## src/rtl/pipe_chain_ctrl.sv

```systemverilog
// Linear pipeline controller: per-stage valid/data registers with backward stall propagation,
// bubble insertion behind the deepest held stage, flush, and retire/bubble counters.
module pipe_chain_ctrl #(
  parameter int unsigned STAGES = 5,
  parameter int unsigned DATA_W = 32,
  parameter int unsigned CNT_W  = 32
) (
  input  logic                       clk,
  input  logic                       rst,
  input  logic                       in_valid,
  input  logic [DATA_W-1:0]          in_data,
  output logic                       in_ready,
  input  logic [STAGES-1:0]          stallreq,
  input  logic                       flush,
  output logic [STAGES-1:0]          stall_o,
  output logic [STAGES-1:0]          stage_valid,
  output logic [STAGES*DATA_W-1:0]   stage_data,
  output logic                       out_fire,
  output logic [DATA_W-1:0]          out_data,
  output logic [CNT_W-1:0]           retire_cnt,
  output logic [CNT_W-1:0]           bubble_cnt
);

  logic [STAGES-1:0] r_valid;
  logic [DATA_W-1:0] r_data [STAGES];
  logic [CNT_W-1:0]  r_retire;
  logic [CNT_W-1:0]  r_bubble;

  logic [STAGES-1:0] w_stall;
  logic              w_accept;
  logic              w_bubble;

  // A stall request from stage j holds every stage at or before j.
  always_comb begin
    w_stall = '0;
    w_stall[STAGES-1] = stallreq[STAGES-1];
    for (int unsigned j = 1; j < STAGES; j++) begin
      w_stall[STAGES-1-j] = stallreq[STAGES-1-j] | w_stall[STAGES-j];
    end
  end

  // Exactly one stage (k+1) receives a bubble whenever some stage other than the last is the deepest held.
  assign w_bubble = w_stall[0] & ~w_stall[STAGES-1] & ~flush;
  assign in_ready = ~w_stall[0] & ~flush & rst;
  assign w_accept = in_valid & in_ready;
  assign out_fire = r_valid[STAGES-1] & ~w_stall[STAGES-1] & ~flush;

  assign stall_o     = w_stall;
  assign stage_valid = r_valid;
  assign out_data    = r_data[STAGES-1];
  assign retire_cnt  = r_retire;
  assign bubble_cnt  = r_bubble;

  always_comb begin
    stage_data = '0;
    for (int unsigned i = 0; i < STAGES; i++) begin
      stage_data[i*DATA_W +: DATA_W] = r_data[i];
    end
  end

  always_ff @(posedge clk or negedge rst) begin
    if (!rst) begin
      r_valid <= '0;
      for (int unsigned i = 0; i < STAGES; i++) begin
        r_data[i] <= '0;
      end
      r_retire <= '0;
      r_bubble <= '0;
    end else begin
      if (flush) begin
        r_valid <= '0;
      end else begin
        if (!w_stall[0]) begin
          r_valid[0] <= w_accept;
          if (w_accept) begin
            r_data[0] <= in_data;
          end
        end
        for (int unsigned i = 1; i < STAGES; i++) begin
          if (!w_stall[i]) begin
            if (w_stall[i-1]) begin
              r_valid[i] <= 1'b0;
            end else begin
              r_valid[i] <= r_valid[i-1];
              r_data[i]  <= r_data[i-1];
            end
          end
        end
      end
      if (out_fire) begin
        r_retire <= r_retire + CNT_W'(1);
      end
      if (w_bubble) begin
        r_bubble <= r_bubble + CNT_W'(1);
      end
    end
  end

endmodule

```

## config.mk

```make
export PLATFORM = sky130hd
export DESIGN_NAME = pipe_chain_ctrl
export DESIGN_NICKNAME = d
export VERILOG_FILES = /design/src/rtl/pipe_chain_ctrl.sv
export SDC_FILE = /design/constraint.sdc
export NUM_CORES = 1
export LEC_CHECK = 0
export BUFFER_PORTS_ARGS = -buffer_cell sky130_fd_sc_hd__buf_4
export CORE_ASPECT_RATIO = 1.75
export CORE_MARGIN = 1
export CORE_UTILIZATION = 35
export CTS_CLUSTER_DIAMETER = 40
export DETAILED_ROUTE_END_ITERATION = 12
export GPL_ROUTABILITY_DRIVEN = 0
export HOLD_SLACK_MARGIN = 0.03
export MAX_ROUTING_LAYER = met4
export PLACE_DENSITY = 0.59
export SYNTH_ARGS = -nofsm -noshare
export SYNTH_HDL_FRONTEND = slang
export SYNTH_SLANG_ARGS = --single-unit
```

## constraint.sdc

```tcl
create_clock -name clk -period 1.7 [get_ports clk]
set_input_delay 0.17 -clock clk [delete_from_list [all_inputs] [get_ports clk]]
set_output_delay 0.17 -clock clk [all_outputs]
set_load 0.01 [all_outputs]
```

## Word-level counts from Yosys, hierarchy flattened

Index checks and enable logic that the tools add are counted.

| word-level totals | value |
|---|---|
| flip-flop bits (word level) | 229 |
| latch bits | 0 |
| RAM bits | 0 |
| bits in read-only memories | 0 |
| input port bits | 41 |
| output and inout port bits | 268 |
| word-level logic and storage cells | 51 |
| memories kept | 0 |

| cells by class | value |
|---|---|
| add/subtract/negate cells | 2 |
| $mul | 0 |
| divide/modulo/power cells | 0 |
| order comparisons | 0 |
| equal/unequal tests | 5 |
| shift-type cells | 0 |
| muxes and demuxes | 10 |
| bitwise operators | 17 |
| reduce and logical (&&, ||, !) cells | 5 |

Operators by type and width:

| operator | count |
|---|---|
| adder 32 x 1 -> 32 bit (second input constant) | 2 |
| AND reduction 3 bit | 5 |
| 2-to-1 mux 1 bit | 9 |
| != test 2 bit (second input constant) | 4 |
| bitwise AND 1 bit | 7 |
| NOT 1 bit | 6 |
| 2-to-1 mux 5 bit | 1 |
| bitwise OR 1 bit | 4 |
| != test 2 x 1 -> 1 bit (second input constant) | 1 |

## Depth between registers and ports, before layout

Gate-level depths: netlist (run 1).

| logic depth | value |
|---|---|
| depth in word-level cells | 10 |
| gate-level depth with buffers | 7 |
| mapped depth without buffers | 5 |

## Worst setup path before layout (run 1)

OpenSTA, ideal clock, no wires.

| path | value |
|---|---|
| path kind | input to register |
| start point | input port flush |
| end point | register r_data, in the netlist stage_data[10] |
| setup time | 0.125 ns |
| data arrival time | 1.645 ns |
| required time | 1.575 ns |
| path slack | -0.070 ns |
| stages | 6 |
| path buffers | 2 |
| cells stage by stage | buf_2 > nor4_4 > and3_1 > nand2_2 > buf_6 > mux2_4 |

| between the ends | value |
|---|---|
| word-level cells in the longest chain between the ends | 5 |

RTL lines:

| item | RTL line | source |
|---|---|---|
| start: declaration | 14 | `input logic flush,` |
| NOT 1 bit (no line) | -- |  |
| bitwise AND 1 bit (2 in series) | 44 | `assign in_ready = ~w_stall[0] & ~flush & rst;` |
| named net in_ready | 12 | `output logic in_ready,` |
| bitwise AND 1 bit | 45 | `assign w_accept = in_valid & in_ready;` |
| AND reduction 3 bit (no line) | -- |  |
| end signal: indexed assignment | 85 | `r_data[i] <= r_data[i-1];` |
| end: declaration | 25 | `logic [DATA_W-1:0] r_data [STAGES];` |

The timed path passes the listed nets, and every way through them passes these cells.
A chain may end at the register's enable or synchronous reset.

## Final worst setup path (run 1)

| path | value |
|---|---|
| start point | register r_valid[4], in the netlist stage_valid[4] |
| end point | output port out_fire |

| between the ends | value |
|---|---|
| word-level cells in the longest chain between the ends | 2 |

RTL lines:

| item | RTL line | source |
|---|---|---|
| start: declaration | 24 | `logic [STAGES-1:0] r_valid;` |
| start signal: indexed assignment | 84 | `r_valid[i] <= r_valid[i-1];` |
| bitwise AND 1 bit (2 in series) | 46 | `assign out_fire = r_valid[STAGES-1] & ~w_stall[STAGES-1] & ~flush;` |
| end: declaration | 18 | `output logic out_fire,` |

Every way passes these cells.

==> results.sh, run 1 <==
export IMPL_p_seq_share_pct=44.2
export IMPL_dieWidth_um=127
export IMPL_reg2regPathDepth=3
export IMPL_leak_pwr_uw=0.00736
export IMPL_gr_total_overflow=0
export IMPL_die_y_um=220
export IMPL_clockPowerShare_pct=46.1
export IMPL_seq_area_frac_synth_pct=60.1
export IMPL_grt_start_max_net_pins=129
export IMPL_min_delay_worst_endpoint="stage_valid[0]"
export IMPL_worstPathArrival_ps=1460
export IMPL_worst_path_stages=4
export IMPL_criticalPathCategory="reg -> out"
export IMPL_critPathTopFamily="buffers and inverters"
export IMPL_avgRoutedWirePerCell_um=17.9
export IMPL_drt_first_iter_violations=235
export IMPL_final_routed_drc_violation_total=0
export IMPL_post_route_period_util_pct=96.1
export IMPL_async_reset_ff_share_pct=100
export IMPL_clk_latency_ps=540
export IMPL_worstHoldStart="stallreq[0]"
export IMPL_detail_route_antenna_nets=0
export IMPL_rsz0062_at_grt="false"
export IMPL_timing_critical_path_fanout_max=6
export IMPL_worst_slew_pin_transition_ps=731
export IMPL_final_cells=1448
export IMPL_detailed_place_hpwl_um=18600
export IMPL_final_layout_size_suffix_gt1_share_pct=49.4
export IMPL_ff_latch_count_synth=229
export IMPL_worstSetupEndpointType="output port"
export IMPL_ys_warnings_count=0
export IMPL_worstPathCellList="nor3b_2, buf_6, buf_6, buf_4"
export IMPL_syn_area_per_cell_um2=12.9
export IMPL_crit_reg2reg_launch="stage_valid[1]"
export IMPL_synth_net_count=782
export IMPL_cts_inserted_buffers=27
export IMPL_power_switching_fraction_pct=23.8
export IMPL_required_ps=1530
export IMPL_grt_antenna_before_repair=1
export IMPL_worstSetupStartpointType="flop"
export IMPL_critPathMaxStageDelay_ps=380
export IMPL_timing_setup_tns_ps=0
export IMPL_floorplan_die_area_um2=27900
export IMPL_detail_route_vias_per_cell=4.83
export IMPL_fp_row_count=79
export IMPL_dominantRegCellSynth="sky130_fd_sc_hd__dfrtp_1"
export IMPL_clock_root_buffer="sky130_fd_sc_hd__clkbuf_16"
export IMPL_worst_r2r_endpoint="stage_valid[2]"
export IMPL_ctsLongestPathBuffers=3
export IMPL_cp_num_buf_inv=3
export IMPL_syn_cell_area_um2=9530
export IMPL_via_count_of_the_first_global_routing_pass=7088
export IMPL_minimum_clock_period_after_layout_ps=1630
export IMPL_core_um2=26700
export IMPL_groute_usage_overall_pct=19.1
export IMPL_grt_pass1_wl_um=39800
export IMPL_drtPass1Iterations=5
export IMPL_power_switching_uw=3130
export IMPL_area_delta_synth_final_pct=44.6
export IMPL_cap_violations=0
export IMPL_portBuffers=308
export IMPL_maxClockFrequency_ghz=0.612
export IMPL_h_tree_lvls=1
export IMPL_finalSetupViolCount=0
export IMPL_postRouteWirelength_um=26000
export IMPL_finalHoldViolations=0
export IMPL_timing_hold_worst_class="in -> reg"
export IMPL_top_level_ports=309
export IMPL_p_comb_share_pct=9.6
export IMPL_vdd_ir_drop_worst_v=0.000743
export IMPL_netlist_instances=739
export IMPL_outcome="completed"
export IMPL_place_inst=1359
export IMPL_slew_headroom_pct=51.2
export IMPL_synth_lib_cells_used_distinct=38
export IMPL_holdPathStages=3
export IMPL_crit_top_cell="sky130_fd_sc_hd__buf_6"
export IMPL_internal_power_uw=10100
export IMPL_layout_filler_cells=2404
export IMPL_route_vias_total=6999
export IMPL_clock_skew_ps=9.96
export IMPL_nNetsFinal=1146
export IMPL_cts_sinks=229
export IMPL_cp_slowest_cell="sky130_fd_sc_hd__dfrtp_1"
export IMPL_power_density_nw_per_um2=957
export IMPL_clkSlewWorstSetupHoldPaths_ps=60
export IMPL_report_final_slew_viol_count=0
export IMPL_tritoncts="done"
export IMPL_synth_edf_count=0
export IMPL_starting_density_of_the_core_pct=35.7
export IMPL_r2r_setup_slack_ps=110
registers in the layout, summed over array words and instances (netlist names):
register	count
bubble_cnt	32
stage_valid	5
stage_data	128
retire_cnt	32
out_data	32
area by class of cell:
type | instances | area, um2 | area share, %
Antenna cell | 1 | 2.50 | 0.0182
Clock buffer | 35 | 746 | 5.41
Clock inverter | 14 | 204 | 1.48
Inverter | 7 | 26.3 | 0.191
Multi-Input combinational cell | 441 | 3460 | 25.1
Sequential cell | 229 | 5730 | 41.6
Tap cell | 324 | 405 | 2.94
Timing Repair Buffer | 397 | 3210 | 23.3
timing repair:
action,4_1_cts,5_1_grt
buffers inserted,1,1
endpoints found under the setup margin,3,10
hold buffers,37,0
resized for setup,2,10
hold endpoints to repair,264,0
routing by layer:
metal | up-vias | GRT usage [%] | part of all wire (%)
met1 | 3502 | 21.0 | 38
met3 | 41 | 2.64 | 4.3
met4 | 0 | 6.47 | 2.6
met2 | 211 | 35.1 | 55
li1 | 3245 | - | -
met5 | - | - | 0
cell usage in the layout, fill, tap and decap left out, types with 9 or more instances in the layout:
cell type,instances
sky130_fd_sc_hd__buf_4,347
sky130_fd_sc_hd__buf_12,10
sky130_fd_sc_hd__nor4_1,9
sky130_fd_sc_hd__xor2_1,28
sky130_fd_sc_hd__nor3_1,12
sky130_fd_sc_hd__nand2_1,119
sky130_fd_sc_hd__nor2_1,11
sky130_fd_sc_hd__dfrtp_1,229
sky130_fd_sc_hd__mux2_4,30
sky130_fd_sc_hd__xnor2_1,34
sky130_fd_sc_hd__mux2_2,99
sky130_fd_sc_hd__nand3_1,22
sky130_fd_sc_hd__nand4_1,25
sky130_fd_sc_hd__dlygate4sd3_1,37
sky130_fd_sc_hd__clkbuf_16,27
sky130_fd_sc_hd__and3_1,10
metrics by stage:
stage	area, um2	hold WS (ps)	util [%]	worst slack (ps)	power, uW
2_1_floorplan	9530	-126	-	-12.9	6360
3_3_place_gp	12400	280	46.4	-82.8	7140
3_5_place_dp	12400	286	46.4	-102	7160
4_1_cts	13700	37.9	51.4	9.13	13400
5_1_grt	13800	62.1	51.7	15.1	13700
6_report	13800	67.4	51.7	66.8	13200
cell families (layout without fill, tap and decap cells):
logic type | Yosys count | count (layout) | share of synthesized area (%)
adders and majority gates | 2 | 2 | 0.262
and+or+nand+nor | 242 | 242 | 12.5
xor gates and xnor gates | 62 | 62 | 5.70
DFF | 229 | 229 | 60.1
buffers and inverters | 69 | 453 | 4.42
other | 0 | 1 | 0
AOI/OAI and AO/OA | 5 | 5 | 0.446
muxes | 130 | 130 | 16.5
cell usage after synthesis (all sizes together), types with 2 or more instances:
cell type / number / share of area (%)
nand4: 25 / 1.6
nor4: 16 / 1.3
dfrtp: 229 / 60
ha: 2 / 0.26
or3: 2 / 0.13
clkbuf: 13 / 0.52
buf: 49 / 3.6
and4: 6 / 0.55
nor2: 12 / 0.47
nor3b: 3 / 0.29
xor2: 28 / 2.6
nand2: 122 / 4.8
inv: 7 / 0.28
and3: 12 / 0.79
xnor2: 34 / 3.1
a32o: 3 / 0.32
nand4b: 2 / 0.18
nand3: 23 / 1.2
mux2: 130 / 17
nor3: 14 / 0.79
how the worst max path moves through the flow:
stage,startpoint,to
2_1_floorplan,stallreq[4],stage_data[65]
5_1_grt,retire_cnt[7],retire_cnt[25]
3_5_place_dp,stallreq[3],bubble_cnt[23]
3_3_place_gp,stallreq[3],bubble_cnt[31]
6_report,stage_valid[4],out_fire
4_1_cts,retire_cnt[1],retire_cnt[16]
power by group through the flow:
stage               clock (uW)  sequential (uW)  combinational (uW)
global route              6460             5860                1380
CTS                       6260             5840                1300
finish                    6090             5830                1270
floorplan                    0             6020                 346
global placement             0             5930                1210
detailed placement           0             5930                1230
worst min-delay path, cell delays in order:
cell,delay [ps]
sky130_fd_sc_hd__buf_4,90
sky130_fd_sc_hd__or3_1,140
sky130_fd_sc_hd__a32o_1,170
(Power assumes the default switching activity.)
==> run 2: changes to the inputs <==
==> constraint.sdc (replaced) <==
create_clock -name clk -period 1.7 [get_ports clk]
set_input_delay 0 -clock clk [delete_from_list [all_inputs] [get_ports clk]]
set_output_delay 0 -clock clk [all_outputs]
set_load 0.01 [all_outputs]
==> results.sh, run 2 (synthesis results as in run 1) <==
export IMPL_finalHoldWorstSlack_ps=96.4
export IMPL_core_um2=26700
export IMPL_cap_violations=0
export IMPL_groute_layer_met2_usage_pct=34.9
export IMPL_drtPass1Iterations=4
export IMPL_cell_area_after_placement_um2=12300
export IMPL_dieWidth_um=127
export IMPL_final_layout_size_suffix_gt1_share_pct=48.9
export IMPL_avgRoutedWirePerCell_um=18.1
export IMPL_min_delay_worst_endpoint="stage_valid[1]"
export IMPL_grt_busiest_layer="met2"
export IMPL_detail_route_vias_per_cell=4.86
export IMPL_postRouteWirelength_um=26300
export IMPL_floorplan_die_area_um2=27900
export IMPL_post_route_period_util_pct=95.6
export IMPL_area_delta_synth_final_pct=44.5
export IMPL_worstSetupEndpointType="flop"
export IMPL_number_of_flip_flops_under_the_largest_register_name=128
export IMPL_power_uw=13200
export IMPL_tritoncts="done"
export IMPL_timing_hold_worst_class="in -> reg"
export IMPL_grt_use_met1_pct=21.6
export IMPL_non_filler_cell_area_final_um2=13800
export IMPL_leading_cell_type_in_the_layout_fill_and_taps_excluded="sky130_fd_sc_hd__buf_4"
export IMPL_route_vias_total=7060
export IMPL_detailed_place_hpwl_um=18800
export IMPL_report_final_slew_viol_count=0
export IMPL_worstPathArrival_ps=2040
export IMPL_clkSlewWorstSetupHoldPaths_ps=60
export IMPL_grt_start_max_net_pins=178
export IMPL_clock_skew_ps=14.3
export IMPL_finalSetupViolCount=0
export IMPL_maxClockFrequency_ghz=0.615
export IMPL_top_level_ports=309
export IMPL_clock_root_buffer="sky130_fd_sc_hd__clkbuf_16"
export IMPL_reg2regPathDepth=3
export IMPL_crit_reg2reg_launch="stage_valid[1]"
export IMPL_timing_setup_tns_ps=0
export IMPL_gr_total_overflow=0
export IMPL_final_routed_drc_violation_total=0
export IMPL_worstSetupStartpointType="input port"
export IMPL_power_density_nw_per_um2=961
export IMPL_minimum_clock_period_after_layout_ps=1630
export IMPL_grt_antenna_before_repair=0
export IMPL_criticalPathCategory="in -> reg"
export IMPL_leak_pwr_uw=0.00735
export IMPL_layout_cells_most_common_list="351 x sky130_fd_sc_hd__buf_4, 229 x sky130_fd_sc_hd__dfrtp_1, 121 x sky130_fd_sc_hd__nand2_1"
export IMPL_holdPathStages=4
export IMPL_detail_route_antenna_nets=0
export IMPL_worst_slew_pin_transition_ps=948
export IMPL_cts_sinks=229
export IMPL_die_y_um=220
export IMPL_drt_first_iter_violations=243
export IMPL_nNetsFinal=1151
export IMPL_outcome="completed"
export IMPL_required_ps=2110
export IMPL_vdd_ir_drop_worst_v=0.000951
export IMPL_clk_latency_ps=530
export IMPL_portBuffers=308
export IMPL_worst_r2r_endpoint="stage_valid[2]"
export IMPL_h_tree_lvls=1
export IMPL_starting_density_of_the_core_pct=35.7
export IMPL_globalRouteMet3Util_pct=2.59
export IMPL_rsz0062_at_grt="true"
export IMPL_antenna_cells_inserted=0
export IMPL_cts_inserted_buffers=29
export IMPL_finalHoldViolations=0
export IMPL_grt_pass1_wl_um=40100
export IMPL_groute_usage_overall_pct=19.2
export IMPL_via_count_of_the_first_global_routing_pass=7065
export IMPL_fp_row_count=79
export IMPL_fin_util_pct=51.6
export IMPL_r2r_setup_slack_ps=90
export IMPL_timing_critical_path_fanout_max=17
export IMPL_slew_headroom_pct=36.8
export IMPL_worstHoldStart="stallreq[2]"
export IMPL_ctsLongestPathBuffers=3
-- run 2: how the worst max path moves through the flow --
| stage | from | end | cells past startpoint |
|---|---|---|---|
| global route | stage_valid[4] | retire_cnt[11] | 6 |
| CTS | retire_cnt[6] | retire_cnt[29] | 5 |
| global placement | stallreq[3] | bubble_cnt[31] | 5 |
| finish | flush | stage_data[20] | 7 |
| floorplan | bubble_cnt[10] | bubble_cnt[23] | 4 |
| detailed placement | retire_cnt[6] | retire_cnt[29] | 5 |
-- run 2: per-layer routing --
| metal | routed length [um] | share of wire, % |
|---|---|---|
| met5 | 0 | 0 |
| met1 | 10100 | 38 |
| met3 | 1220 | 4.6 |
| met2 | 14400 | 55 |
| met4 | 616 | 2.3 |
-- run 2: report_power, final --
| group | internal, uW | switching [uW] | leakage (uW) | total, uW |
|---|---|---|---|---|
| clock | 3730 | 2410 | 0.000483 | 6140 |
| sequential | 5650 | 194 | 0.00316 | 5850 |
| combinational | 654 | 595 | 0.00371 | 1250 |
-- run 2: through the flow --
stage / cells / setup slack, ps
3_5_place_dp: 1356 / 61.0
5_1_grt: 1453 / 0.0338
6_report: 1453 / 74.9
3_3_place_gp: 1356 / 86.9
4_1_cts: 1452 / 57.9
2_1_floorplan: 739 / 37.9
-- run 2: layout make-up --
cell class                      count  area (um2)
Clock buffer                       38         820
Clock inverter                     14         163
Fill cell                        2363       12900
Inverter                            7        26.3
Multi-Input combinational cell    441        3460
Sequential cell                   229        5730
Tap cell                          324         405
Timing Repair Buffer              400        3170
-- run 2: repair_timing --
action,CTS,global route
endpoints found under the setup margin,0,8
buffers inserted,0,1
gates resized for setup,0,8
endpoints found under the hold margin,300,0
hold buffers,44,0
-- run 2: worst max-delay path: stages --
cell	delay [ps]
sky130_fd_sc_hd__dlygate4sd3_1	540
sky130_fd_sc_hd__buf_4	160
sky130_fd_sc_hd__nor4_4	400
sky130_fd_sc_hd__and3_1	290
sky130_fd_sc_hd__nand2_2	70
sky130_fd_sc_hd__buf_4	240
sky130_fd_sc_hd__mux2_4	330
